## config.mk

```make
export PLATFORM = sky130hd
export DESIGN_NAME = pipe_ctrl
export DESIGN_NICKNAME = d
export VERILOG_FILES = /design/src/rtl/pipe_ctrl.sv
export SDC_FILE = /design/constraint.sdc
export NUM_CORES = 1
export LEC_CHECK = 0
export BUFFER_PORTS_ARGS = -buffer_cell sky130_fd_sc_hd__buf_2
export CORE_ASPECT_RATIO = 2
export CORE_MARGIN = 3
export CORE_UTILIZATION = 40
export CTS_BUF_LIST = sky130_fd_sc_hd__clkbuf_2 sky130_fd_sc_hd__clkbuf_4 sky130_fd_sc_hd__clkbuf_8
export CTS_CLUSTER_DIAMETER = 40
export CTS_CLUSTER_SIZE = 40
export DETAILED_ROUTE_END_ITERATION = 12
export PLACE_DENSITY = 0.71
export SLEW_MARGIN = 20
export SYNTH_ARGS = -nofsm -noshare
export SYNTH_HDL_FRONTEND = slang
export SYNTH_SLANG_ARGS = --single-unit
export TNS_END_PERCENT = 1
```

## constraint.sdc

```tcl
create_clock -name clk -period 4.35 [get_ports clk]
set_input_delay 0.2175 -clock clk [delete_from_list [all_inputs] [get_ports clk]]
set_output_delay 0.2175 -clock clk [all_outputs]
set_load 0.005 [all_outputs]
```

## src/rtl/pipe_ctrl.sv

```systemverilog
// -----------------------------------------------------------------------------
// pipe_ctrl: pipeline control unit for the RISC-V core.
//
// Combines per-requester stall requests into a per-stage stall vector. That
// vector covers the PC and every pipeline register up to the deepest stage
// that any active requester maps to. Flushes from the flush stage are
// sequenced here: a flush that cannot issue because its stage is stalled is
// held pending until it can. Saturating debug counters track stalled cycles
// and issued flushes. A sticky flag records any stall run of TIMEOUT cycles.
//
// Ports:
//   clk              clock, rising edge
//   rst              synchronous active-high reset; also forces outputs to 0
//   rdy              global ready; 0 freezes the whole pipeline
//   stall_req_i      per-requester stall request (level)
//   flush_req_i      flush request from FLUSH_STAGE (level)
//   cnt_clr_i        synchronous clear of both performance counters
//   stall_o          per-stage stall, 1 = hold register
//   flush_o          per-stage flush, 1 = load bubble
//   flush_pending_o  a flush is latched and waiting to issue
//   stall_timeout_o  sticky stall-timeout flag
//   stall_cnt_o      stalled-cycle counter (saturating)
//   flush_cnt_o      issued-flush counter (saturating)
// -----------------------------------------------------------------------------
module pipe_ctrl #(
   parameter int unsigned         STAGES      = 6,
   parameter int unsigned         NREQ        = 4,
   parameter logic [8*NREQ-1:0]   STAGE_MAP   = 32'h04030201,
   parameter int unsigned         FLUSH_STAGE = 3,
   parameter int unsigned         TIMEOUT     = 1024,
   parameter int unsigned         CNT_W       = 32
) (
   input  logic              clk,
   input  logic              rst,
   input  logic              rdy,
   input  logic [NREQ-1:0]   stall_req_i,
   input  logic              flush_req_i,
   input  logic              cnt_clr_i,
   output logic [STAGES-1:0] stall_o,
   output logic [STAGES-1:0] flush_o,
   output logic              flush_pending_o,
   output logic              stall_timeout_o,
   output logic [CNT_W-1:0]  stall_cnt_o,
   output logic [CNT_W-1:0]  flush_cnt_o
);

   localparam int unsigned RUN_W     = $clog2(TIMEOUT + 1);
   localparam logic [RUN_W-1:0] RUN_MAX = RUN_W'(TIMEOUT);

   logic [STAGES-1:0] stall_raw;
   logic [STAGES-1:0] stall_vec;
   logic [STAGES-1:0] flush_mask;
   logic [7:0]        depth;
   logic              any_req;
   logic              want;
   logic              issue;
   logic              stalled;

   logic              pending_q, pending_d;
   logic              timeout_q, timeout_d;
   logic [RUN_W-1:0]  run_q,     run_d;
   logic [CNT_W-1:0]  stall_cnt_q, stall_cnt_d;
   logic [CNT_W-1:0]  flush_cnt_q, flush_cnt_d;

   // Stall merge: find the deepest stage mapped by any active requester and
   // stall every register at or before it. A global not-ready freezes all.
   // NOTE: every signal written here gets a default first, so no path leaves
   // it unassigned and no latch is inferred.
   always_comb begin
      depth     = '0;
      any_req   = 1'b0;
      stall_raw = '0;
      // NOTE: blocking assignments in combinational logic, so later
      // statements see the updated value within the same evaluation.
      for (int i = 0; i < NREQ; i++) begin
         if (stall_req_i[i]) begin
            any_req = 1'b1;
            if (STAGE_MAP[8*i +: 8] > depth) depth = STAGE_MAP[8*i +: 8];
         end
      end
      for (int k = 0; k < STAGES; k++) begin
         stall_raw[k] = any_req && (8'(k) <= depth);
      end
      if (!rdy) stall_raw = '1;
      stall_vec = rst ? '0 : stall_raw;
   end

   // Flush sequencing. A flush kills the registers from stage 1 up to the
   // flush stage, and it can only issue while that stage is not held.
   always_comb begin
      flush_mask = '0;
      for (int k = 1; k < STAGES; k++) begin
         flush_mask[k] = (k <= FLUSH_STAGE);
      end
      want      = flush_req_i | pending_q;
      issue     = want & rdy & ~stall_vec[FLUSH_STAGE] & ~rst;
      // Requests arriving while one is already pending merge into one issue.
      pending_d = want & ~issue;
   end

   // Counters and the stall-timeout tracker.
   always_comb begin
      stalled     = rdy & (|stall_vec);

      stall_cnt_d = stall_cnt_q;
      if (cnt_clr_i)                            stall_cnt_d = '0;
      else if (stalled && stall_cnt_q != '1)    stall_cnt_d = stall_cnt_q + 1'b1;

      flush_cnt_d = flush_cnt_q;
      if (cnt_clr_i)                            flush_cnt_d = '0;
      else if (issue && flush_cnt_q != '1)      flush_cnt_d = flush_cnt_q + 1'b1;

      // The run counter measures consecutive stalled cycles. It freezes while
      // the pipeline is not ready and restarts on any free-running cycle.
      run_d = run_q;
      if (rdy) begin
         if (|stall_vec) begin
            if (run_q != RUN_MAX) run_d = run_q + 1'b1;
         end else begin
            run_d = '0;
         end
      end

      // Sticky: only reset clears it, not the counter clear.
      timeout_d = timeout_q | (run_d == RUN_MAX);
   end

   // NOTE: reset is synchronous here, so it appears only inside the clocked
   // branch and not in the sensitivity list.
   always_ff @(posedge clk) begin
      // NOTE: non-blocking assignments for all state, so every register
      // samples values from before the edge regardless of statement order.
      if (rst) begin
         pending_q   <= 1'b0;
         timeout_q   <= 1'b0;
         run_q       <= '0;
         stall_cnt_q <= '0;
         flush_cnt_q <= '0;
      end else begin
         pending_q   <= pending_d;
         timeout_q   <= timeout_d;
         run_q       <= run_d;
         stall_cnt_q <= stall_cnt_d;
         flush_cnt_q <= flush_cnt_d;
      end
   end

   // While rst is high every output reads 0, including the registered ones.
   assign stall_o         = stall_vec;
   assign flush_o         = issue ? flush_mask : '0;
   assign flush_pending_o = ~rst & pending_q;
   assign stall_timeout_o = ~rst & timeout_q;
   assign stall_cnt_o     = rst ? '0 : stall_cnt_q;
   assign flush_cnt_o     = rst ? '0 : flush_cnt_q;

endmodule
```

==> impl_metrics.json <==
{
  "clk-insertion-delay-late_ns": 0.36,
  "period_share": 0.6021,
  "place.gp.congestion": 0.8697,
  "post_synth_fa_ha_maj_area_fraction": 0.01121,
  "combinational_family_with_the_most_area_after_synthesis": "simple AND/OR/NAND/NOR gates",
  "total_leakage_power_nw": 1.941,
  "die_h_um": 155.4,
  "area_growth_pct": 15.19,
  "mux_cell_area_share_after_synthesis": 0.004483,
  "route.detailed.drc": 0,
  "post_cts_resized": 0,
  "ys_ff_latch": 77,
  "ys_async_sr_fraction": 0,
  "top_level_ports": 87,
  "seq_area_um2": 1541,
  "finalWirelength_um": 11520,
  "report.final.hold_viol_count": 0,
  "report.final.setup_viol": 0,
  "fp.coreArea_um2": 10880,
  "start_kind": "flop",
  "dominantRegCellSynth": "dfxtp_1",
  "post_cts.repair.setup_buffers": 0,
  "xor_xnor_share_of_the_synthesized_area": 0.09611,
  "yosysTopAreaCell": "dfxtp_1",
  "tightest_slew_ns": 0.9042,
  "mean_cell_area_of_the_mapped_netlist_um2": 7.699,
  "setup_tns_ns": 0,
  "gr-usage-all-layers": 0.1906,
  "globalRouteOverflowTotal": 0,
  "critPathMaxFanout": 8,
  "max_cap_viol_count": 0,
  "nFillCells": 1067,
  "cts-hold-fix-buffers": 0,
  "critPathRequiredTime_ns": 4.60,
  "synth_warnings": 0,
  "number_of_global_route_vias_before_repair": 4261,
  "postSynthCellCount": 580,
  "starting_utilization_of_the_core_area": 0.4105,
  "yosys-top-cells-area": "dfxtp_1 (35%), nor2b_1 (8.1%), nor2_1 (7.1%), xnor2_1 (4.9%), xor2_1 (4.7%)",
  "finalClockSkew_ns": 0.006598,
  "drt_pre_antenna_iters": 5,
  "timing.hold.ws_ns": 0.1596,
  "ant_nets": 0,
  "outcome": "completed",
  "detail_route.wl_per_cell_um": 14.61,
  "cts_tree": "built",
  "routed_via_density": 5.472,
  "arrival_time_at_the_worst_endpoint_ns": 2.87,
  "hp-class": "in2reg",
  "max_freq_mhz": 381.8,
  "layout.cell_area.non_filler_um2": 5144,
  "die-width_um": 80.71,
  "finalCriticalPeriod_ns": 2.619,
  "cts_root_buffer": "clkbuf_8",
  "worst_ir_drop_vdd_mv": 0.1855,
  "clock_sinks": 77,
  "cts_made_buffers": 9,
  "share_of_the_synthesized_area_in_compound_gates_ao_oa_aoi_oai": 0.08742,
  "die_area_um2": 12540,
  "postLayoutCoreUtil": 0.4729,
  "timing.critical_path.to_type": "flop",
  "post_route_cells_drive_above_1_share": 0.1790,
  "synth_area_um2": 4466,
  "clk_path_buf_depth": 2,
  "multi_input_combinational_cell_area_um2": 2699,
  "synthDistinctLibCells": 52,
  "synth_simple_gate_area_frac": 0.3996,
  "power.density_nw_per_um2": 268.6,
  "drtIter0Drc": 284,
  "synth-edff-count": 0,
  "num_antenna_cells": 0,
  "clk_pin_slew_worst_paths_ns": 0.08,
  "cts_htree_levels": 3,
  "design.final.nets": 656,
  "numPortBuffers": 83,
  "dpl_cell_area_um2": 4912,
  "timing_worst_setup_path_type": "reg2reg",
  "grt_first_pass_wirelength_um": 19290,
  "rsz0062_at_grt": "no",
  "fp-row-count": 54,
  "routed-via-count": 4312,
  "maxSlewViolCount": 0,
  "totalPowerFinal_mw": 1.382,
  "seq_area_frac_synth": 0.3452,
  "place.detailed.hpwl_um": 8490,
  "relSlewSlack": 0.3972,
  "maximum_number_of_pins_on_one_net_before_global_route_repair": 62,
  "grt_antenna_before_repair": 0,
  "synth_largest_type_area_fraction": 0.3452
}
[cells in the final DEF, fill, tap and decap left out, types with 2 or more instances in the layout]
| master | instances |
|---|---|
| xor2_1 | 24 |
| nand4_2 | 2 |
| xnor2_1 | 25 |
| a31oi_1 | 4 |
| o2111ai_1 | 2 |
| nor4_1 | 12 |
| nor2_1 | 85 |
| o22ai_1 | 2 |
| nand4_1 | 30 |
| or2_2 | 2 |
| and2_1 | 6 |
| or4_1 | 2 |
| dfxtp_1 | 77 |
| a21oi_1 | 21 |
| mux2i_1 | 2 |
| and3_1 | 15 |
| nand3_1 | 26 |
| nor4b_1 | 3 |
| conb_1 | 3 |
| nor3_1 | 20 |
| inv_1 | 20 |
| buf_4 | 2 |
| buf_2 | 83 |
| nand4b_1 | 2 |
| clkinv_4 | 2 |
| nor4_2 | 2 |
| and4_1 | 9 |
| a22oi_1 | 3 |
| nor2b_1 | 58 |
| clkbuf_8 | 9 |
| nand2_1 | 37 |
| o21ai_0 | 17 |
| ha_1 | 4 |
| o211ai_1 | 3 |
| nor3b_1 | 2 |
| bufinv_16 | 2 |
| or3_1 | 10 |
[path summary, 6_finish.rpt]
check / from / endpoint / slack (ns) / cells after the start
setup / recovery: stall_cnt_q[0] / stall_cnt_q[27] / 1.73 / 7
hold reg to reg: stall_cnt_q[30] / stall_cnt_q[30] / 0.49 / 2
setup reg to reg: stall_cnt_q[0] / stall_cnt_q[27] / 1.73 / 7
hold / removal: cnt_clr_i / stall_cnt_q[27] / 0.16 / 3
[flip-flops by register name (all words and copies together) (netlist names)]
name and flops:
flush_cnt_q 32, run_q 11, stall_cnt_q 32, timeout_q 1
pending_q 1
[routing by layer]
| metal | GRT usage | wire, um | vias to the layer above |
|---|---|---|---|
| li1 | - | - | 2132 |
| met5 | 0 | 0 | - |
| met1 | 0.1971 | 4405 | 2036 |
| met4 | 0.09992 | 386 | 0 |
| met2 | 0.3521 | 6284 | 113 |
| met3 | 0.03418 | 439 | 31 |
[cells by family (layout without fill, tap and decap cells)]
kind of cell	after synthesis	in the layout
adder cells (fa/ha/maj)	4	4
flip-flops	77	77
XOR/XNOR	49	49
AO/OA/AOI/OAI	62	62
buffers and inverters	55	121
multiplexers	2	2
other	1	3
AND/OR/NAND/NOR	330	330
[through the flow]
stage / instances / setup slack (ns)
global route: 788 / 1.437
detailed placement: 772 / 1.574
CTS: 788 / 1.694
finish: 788 / 1.731
global placement: 772 / 1.683
floorplan: 582 / 2.246
[cells in the mapped netlist (4+ instances only)]
library cell	instances
a21oi_1	21
a31oi_1	4
and2_1	6
and3_1	15
and4_1	9
buf_4	6
clkbuf_1	23
dfxtp_1	77
ha_1	4
inv_1	20
nand2_1	37
nand3_1	26
nand4_1	30
nor2_1	85
nor2b_1	58
nor3_1	21
nor4_1	12
o21ai_0	17
or3_1	10
xnor2_1	25
xor2_1	24
[where the power goes]
part / switching, mW / total, mW / internal, mW
combinational: 0.0499 / 0.0685 / 0.0186
clock: 0.278 / 0.604 / 0.326
sequential: 0.00327 / 0.710 / 0.706
[worst max-delay path: stages, from the launching register on]
cell and delay (ns):
dfxtp_1 0.43, ha_1 0.27, inv_1 0.08, nor3_1 0.58, nand4_1 0.46, and4_1 0.38, and3_1 0.20, mux2i_1 0.11
[final cells by class]
class / count / share of cell area
Timing Repair Buffer: 85 / 0.08368
Inverter: 20 / 0.01459
Multi-Input combinational cell: 450 / 0.5247
Clock buffer: 9 / 0.02408
Clock inverter: 7 / 0.01922
Sequential cell: 77 / 0.2997
Tap cell: 140 / 0.03405
Power figures use the tool's default switching activity.
